==> src/rtl/score_bcd_formatter_if.sv <==
// Handshake/data bundle between the score logic and the BCD formatter.
// The formatter's hexs/LEs outputs feed the display stage directly.
interface score_bcd_formatter_if #(
  parameter int BIN_W = 14
);
  logic [BIN_W-1:0] bin;
  logic             start;
  logic             busy;
  logic             done;
  logic [15:0]      hexs;
  logic [3:0]       LEs;

  modport master (output bin, start, input busy, done, hexs, LEs);
  modport slave  (input bin, start, output busy, done, hexs, LEs);
endinterface

==> src/rtl/score_bcd_formatter.sv <==
// Saturating binary -> 4-digit packed BCD using an iterative double-dabble engine.
// Optional macro SCORE_LEADING_ZERO_BLANK_EN enables leading-zero blanking in LEs.
module score_bcd_add3 (
  input  logic [3:0] nib,
  output logic [3:0] adj
);
  // 4-bit wrap is harmless: the input never exceeds 9, so the result never exceeds 12.
  assign adj = (nib >= 4'd5) ? nib + 4'd3 : nib;
endmodule

module score_bcd_formatter #(
  parameter int BIN_W   = 14,
  parameter int MAX_VAL = 9999
) (
  input logic                  clk,
  input logic                  rst,
  score_bcd_formatter_if.slave bus
);
  localparam int NUM_DIG = 4;
  localparam int CNT_W   = $clog2(BIN_W + 1);

  typedef enum logic [1:0] {IDLE, SHIFT, DONE} state_t;

  state_t                      state, state_n;
  logic [BIN_W-1:0]            work;
  logic [NUM_DIG-1:0][3:0]     bcd;
  logic [NUM_DIG-1:0][3:0]     bcd_adj;
  logic [CNT_W-1:0]            cnt;
  logic                        busy_q, done_q;
  logic [15:0]                 hexs_q;
  logic [BIN_W-1:0]            bin_sat;

  assign bin_sat = (bus.bin > BIN_W'(MAX_VAL)) ? BIN_W'(MAX_VAL) : bus.bin;

  // Every digit is corrected in parallel from its pre-correction value.
  for (genvar d = 0; d < NUM_DIG; d++) begin : g_dig
    score_bcd_add3 u_add3 (.nib(bcd[d]), .adj(bcd_adj[d]));
  end

  always_ff @(posedge clk or negedge rst) begin
    if (!rst) state <= IDLE;
    else      state <= state_n;
  end

  always_comb begin
    state_n = state;
    unique case (state)
      IDLE:    if (bus.start) state_n = SHIFT;
      SHIFT:   if (cnt == CNT_W'(BIN_W - 1)) state_n = DONE;
      DONE:    state_n = IDLE;
      default: state_n = IDLE;
    endcase
  end

  always_ff @(posedge clk or negedge rst) begin
    if (!rst) begin
      work   <= '0;
      bcd    <= '0;
      cnt    <= '0;
      busy_q <= 1'b0;
      done_q <= 1'b0;
      hexs_q <= '0;
    end else begin
      done_q <= 1'b0;
      unique case (state)
        IDLE: if (bus.start) begin
          work   <= bin_sat;
          bcd    <= '0;
          cnt    <= '0;
          busy_q <= 1'b1;
        end
        SHIFT: begin
          {bcd, work} <= {bcd_adj, work} << 1;
          cnt         <= cnt + 1'b1;
        end
        DONE: begin
          hexs_q <= bcd;
          done_q <= 1'b1;
          busy_q <= 1'b0;
        end
        default: ;
      endcase
    end
  end

`ifdef SCORE_LEADING_ZERO_BLANK_EN
  logic [3:0] les_q;
  logic [3:0] mask;

  // Blanking cascades from the thousands digit down; ones is always lit.
  always_comb begin
    mask    = 4'b0000;
    mask[3] = (bcd[3] == 4'd0);
    mask[2] = mask[3] & (bcd[2] == 4'd0);
    mask[1] = mask[2] & (bcd[1] == 4'd0);
  end

  always_ff @(posedge clk or negedge rst) begin
    if (!rst)               les_q <= 4'b1110;
    else if (state == DONE) les_q <= mask;
  end

  assign bus.LEs = les_q;
`else
  assign bus.LEs = 4'b0000;
`endif

  assign bus.busy = busy_q;
  assign bus.done = done_q;
  assign bus.hexs = hexs_q;
endmodule
==> src/flat_wrapper.sv <==
// flat-port wrapper written by rule: the top's interface ports become plain ports
module score_bcd_formatter_flat 
#(
  parameter int BIN_W   = 14,
  parameter int MAX_VAL = 9999
)
  (clk, rst, bus_bin, bus_start, bus_busy, bus_done, bus_hexs, bus_LEs);
  score_bcd_formatter_if #(.BIN_W(BIN_W)) bus_i ();
  input logic clk;
  input logic rst;
  input wire logic [$bits(bus_i.bin)-1:0] bus_bin;
  input wire logic [$bits(bus_i.start)-1:0] bus_start;
  output wire logic [$bits(bus_i.busy)-1:0] bus_busy;
  output wire logic [$bits(bus_i.done)-1:0] bus_done;
  output wire logic [$bits(bus_i.hexs)-1:0] bus_hexs;
  output wire logic [$bits(bus_i.LEs)-1:0] bus_LEs;
  assign bus_i.bin = bus_bin;
  assign bus_i.start = bus_start;
  assign bus_busy = bus_i.busy;
  assign bus_done = bus_i.done;
  assign bus_hexs = bus_i.hexs;
  assign bus_LEs = bus_i.LEs;
  score_bcd_formatter #(.BIN_W(BIN_W), .MAX_VAL(MAX_VAL)) u_core (.clk(clk), .rst(rst), .bus(bus_i));
endmodule
==> config.mk <==
export PLATFORM = sky130hd
export DESIGN_NAME = score_bcd_formatter_flat
export DESIGN_NICKNAME = d
export VERILOG_FILES = /design/src/rtl/score_bcd_formatter_if.sv /design/src/rtl/score_bcd_formatter.sv /design/src/flat_wrapper.sv
export SDC_FILE = /design/constraint.sdc
export NUM_CORES = 1
export LEC_CHECK = 0
export ABC_CLOCK_PERIOD_IN_PS = 2850
export BUFFER_PORTS_ARGS = -buffer_cell sky130_fd_sc_hd__clkbuf_2
export CAP_MARGIN = 10
export CORE_MARGIN = 2
export CORE_UTILIZATION = 61
export DETAILED_ROUTE_END_ITERATION = 10
export GPL_TIMING_DRIVEN = 0
export PLACE_DENSITY = 0.82
export SLEW_MARGIN = 5
export SYNTH_ARGS = -nofsm -noshare
export SYNTH_HDL_FRONTEND = slang
export SYNTH_HIERARCHICAL = 1
export SYNTH_SLANG_ARGS = --single-unit
==> constraint.sdc <==
create_clock -name clk -period 2.85 [get_ports clk]
set_input_delay 0 -clock clk [delete_from_list [all_inputs] [get_ports clk]]
set_output_delay 0 -clock clk [all_outputs]
set_load 0.01 [all_outputs]
Yosys cells after proc, flatten, opt, wreduce, memory -nomap -nowiden. Index checks and enable logic that the tools add are counted.

Add/sub/neg operators: 5. $lt $le $gt $ge: 5. Equal/unequal tests: 5. Muxes and demuxes: 17. Reductions and logical operators: 6.

Operators with widths (count): 16-bit case mux with 2 select lines (1); 14-bit two-way mux (2); 14-bit case mux with 2 select lines (1); 4-bit by 3-bit >= comparator with 1-bit output, second input constant (4); 16-bit two-way mux (1); 4-bit two-way mux (4); 14-bit > comparator, second input constant (1); 4-bit by 2-bit adder with 4-bit output, second input constant (3); 4-bit case mux with 2 select lines (1); 2-bit AND reduction (3); 4-bit by 1-bit adder with 4-bit output, second input constant (1); 4-bit == test, second input constant (1); 2-bit two-way mux (2); 2-bit case mux with 2 select lines (1); 2-bit nonzero test (2); 3-bit by 2-bit adder with 3-bit output, second input constant (1); 3-bit two-way mux (1); 2-bit by 1-bit == test with 1-bit output, second input constant (1); 2-bit == test, second input constant (1); 2-bit zero test (1); 1-bit two-way mux (2); 2-bit by 1-bit != test with 1-bit output, second input constant (1); 2-bit != test, second input constant (1); 1-bit case mux with 2 select lines (1).

Bits in registers: 54. Bits of input ports: 17.

Longest topological paths before layout.
Word-level depth: 4. Gate-level depth with buffers: 7. Mapped depth without buffers: 7.

By module. The synthesis kept the hierarchy.

Modules (own cells, without submodules): score_bcd_formatter (times used 1, cells an instance 214, area each 2252.2 sq um); score_bcd_add3 (times used 4, cells an instance 16, area each 101.3 sq um).

Least setup slack after synthesis. OpenSTA, ideal clock, no wires.

Path kind: register -> register. Start: register u_core.state[1]. End: register u_core.work[7]. Library setup time: 0.127 ns. Arrival time: 1.300 ns. Setup slack: 1.423 ns. Cell stages (with the launch flop): 6. Buffers on the path: 1. Period minus slack after synthesis: 1.427 ns. Cells stage by stage: dfrtp_1 > nor3b_4 > nor2_2 > buf_6 > a222oi_1 > inv_1.

Longest elaborated chain between the ends: 3.

RTL lines: start, declared (line score_bcd_formatter.sv:24) `state_t state, state_n;`; start signal, assigned (line score_bcd_formatter.sv:42) `else state <= state_n;`; 2-bit by 1-bit == test with 1-bit output or 2-bit zero test (tied branches) (line score_bcd_formatter.sv:65) `unique case (state)`; 2-bit nonzero test (no source line) or 2-bit != test (tied branches); 2-bit AND reduction (no source line); end signal, assigned (line score_bcd_formatter.sv:67) `work <= bin_sat;`; end signal, assigned (line score_bcd_formatter.sv:73) `{bcd, work} <= {bcd_adj, work} << 1;`; end, declared (line score_bcd_formatter.sv:25) `logic [BIN_W-1:0] work;`.

Parallel ways exist; a longest one is shown, timed or not. A chain may end at the register's enable or synchronous reset.

Final worst setup path. Ends and elaborated chain as after synthesis.

==> metrics.md <==
| Metric | Value |
|---|---|
| Global-route wire length before repair | 9.370 mm |
| R2R Path End | u_core/work[7] |
| Pwr Density | 1053 mW/mm^2 |
| Worst hold path type | input port to flip-flop |
| DR WL/cell | 13.58 um |
| CTS tree | done |
| Die area | between 0.004 and 0.005 mm^2 |
| Worst skew pair latency | slightly above 300 ps |
| Max-slew headroom | 63.04% |
| Ports | 39 |
| Setup Viol. Count Final | 0 |
| Final #Nets | 359 |
| Worst-path fanout max | 10 |
| Detail Route Antenna Nets | 0 |
| Syn Area/Cell | approximately 9.6 um^2 |
| Initial antenna violation count | 0 |
| Status | complete, no violations |
| Worst vdd ir | 619.5 uV |
| CTS clk-pin slew, worst paths | 90 ps |
| Synthesized area | ~0.0026 mm^2 |
| Drt initial violations | 121 |
| Die Wd | 69.76 um |
| H-tree levels | 2 |
| Clock buffer depth | 2 |
| CTS Buf Count | 5 |
| Sink Count | 54 |
| Area after DPL | 0.002902 mm^2 |
| Hold Fails Final Rpt | 0 |
| Remaining DRCs | 0 |
| Layout cell share with drive strength beyond 1 | 22.52% |
| Setup CP Type | flip-flop to flip-flop |
| Detailed Route WL | about 5.2 mm |
| WP data required | around 3000 ps |
| Largest net degree at the start of global routing | 35 |
| Initial Util | between 60% and 70% |
| Row Count | 23 |
| Min Tclk post-route | 1623 ps |
| Core area | just over 0.004 mm^2 |
| R2R Path Start | u_core/state[1] |
| Final Cycle Share | 56.94% |
| Post-CTS Setup Inserts | 0 |
| Worst reg2reg path depth | 5 |
| Worst Clk Skew | 4.326 ps |
| DR pass1 iterations | 4 |
| Post-synthesis instance total | between 200 and 300 |
| GR Util All Layers | 24.22% |
| Maxcap violations | 0 |
| HP Start | bus_bin[8] |
| Gr ovfl total | 0 |
| Vias | ~2,100 |
| Fin. max-slew vios | 0 |
| Crit path arrival time | between 1500 and 2000 ps |
| F_max | 616.3 MHz |
| FF-to-FF setup slack | approximately 1200 ps |
| Die Y | 69.76 um |
| DR vias/cell | 5.355 |
| HPWL after detailed placement | approximately 3.5 mm |
| Post-route cell area | 0.003127 mm^2 |
| Setup crit start kind | flip-flop |
| Vias in the first global route | just over 2,000 |
| Nature of the critical path endpoint | flip-flop |
| YS warnings | 6 |
| End of the worst hold path | u_core/work[8] |
| WHS Path Cells | 3 |
| Worst-Margin Slew | 554.4 ps |
| Root buf cell | clkbuf_8 |
| Setup_tns | 0 ps |
| Port Buf Inserts | 34 |
| Lkg Pwr | 1.602 nW |
| Area Overhead vs Synth | 18.55% |
| Unrepaired setup endpoints after global routing | false |
| Placer Congestion | roughly 0.76 |
| N_diodes | 0 |
[worst max path at each step]
| stage | startpoint | to |
|---|---|---|
| CTS | u_core/state[0] | u_core/bus.hexs[9] |
| global placement | u_core/state[1] | u_core/work[7] |
| finish | u_core/state[1] | u_core/work[7] |
| global route | u_core/state[1] | u_core/work[7] |
| detailed placement | u_core/state[0] | u_core/bus.hexs[9] |
| floorplan | u_core/state[1] | u_core/work[7] |
[power by group]
group | total (W) | switching (W) | internal, W
Combinational | 0.00145 | 0.000808 | 0.000639
Sequential | 0.00140 | 0.000283 | 0.00112
Clock | 0.000448 | 0.000253 | 0.000196
[registers in the layout, summed over array words and instances (netlist names)]
name             flops
u_core/bcd          16
u_core/cnt           4
u_core/work         14
u_core/state         2
u_core/bus.hexs     16
u_core/bus.done      1
u_core/bus.busy      1
[layout make-up]
| cell class | count | area, um^2 |
|---|---|---|
| well taps | 50 | 62.56 |
| clock inverters | 2 | 12.51 |
| clock buffers | 6 | 82.58 |
| inverters | 15 | 56.30 |
| flip-flops and latches | 54 | 1351 |
| fillers | 309 | 959.7 |
| multi-input cells | 193 | 1156 |
| repair buffers | 48 | 320.3 |
| plain buffers | 15 | 85.08 |
[worst max-delay path: stages, from the launching register on]
cell      delay [ps]
dfrtp_1          450
nor3b_4          430
nor2_2           120
buf_6            160
a222oi_1         270
inv_1             70
[per-layer routing]
metal	vias up	part of all wire, %	track usage, %
met5	-	0	0
li1	1025	-	-
met2	42	49	40.81
met4	0	1.2	6.838
met1	978	45	31.24
met3	6	4.2	6.105
[stage by stage]
step | setup slack (ps) | cells | hold slack, ps | utilization, % | total power, W
6_report | 1227 | 383 | 21.26 | 76.52 | 0.003294
5_1_grt | 1048 | 383 | 50.57 | 76.52 | 0.003621
4_1_cts | 1209 | 383 | 6.806 | 76.52 | 0.003315
3_5_place_dp | 1226 | 362 | 12.65 | 71.00 | 0.002847
3_3_place_gp | 1239 | 361 | 229.6 | 70.51 | 0.002765
2_1_floorplan | 1423 | 277 | -295.6 | - | 0.002432
[cells in the final DEF, fill, tap and decap left out, types with 4 or more instances in the layout]
master and n:
dlygate4sd3_1 13, xnor2_1 4, mux2_2 16, clkbuf_1 4, clkbuf_8 6, nand2b_1 8, o21ai_0 15, o21ai_1 4
nand3_1 22, a21oi_1 8, buf_2 5, a21oi_2 4, clkbuf_2 34, a222oi_1 4, dfrtp_1 54, buf_4 4
inv_1 15, nand2_1 62, nor2_1 15, mux2i_1 4, ha_1 10, conb_1 4
[repair_timing]
item	CTS	global route
hold buffers	13	0
resized for setup	0	0
endpoints found under the setup margin	0	0
endpoints found under the hold margin	32	0
(Power assumes the default switching activity.)
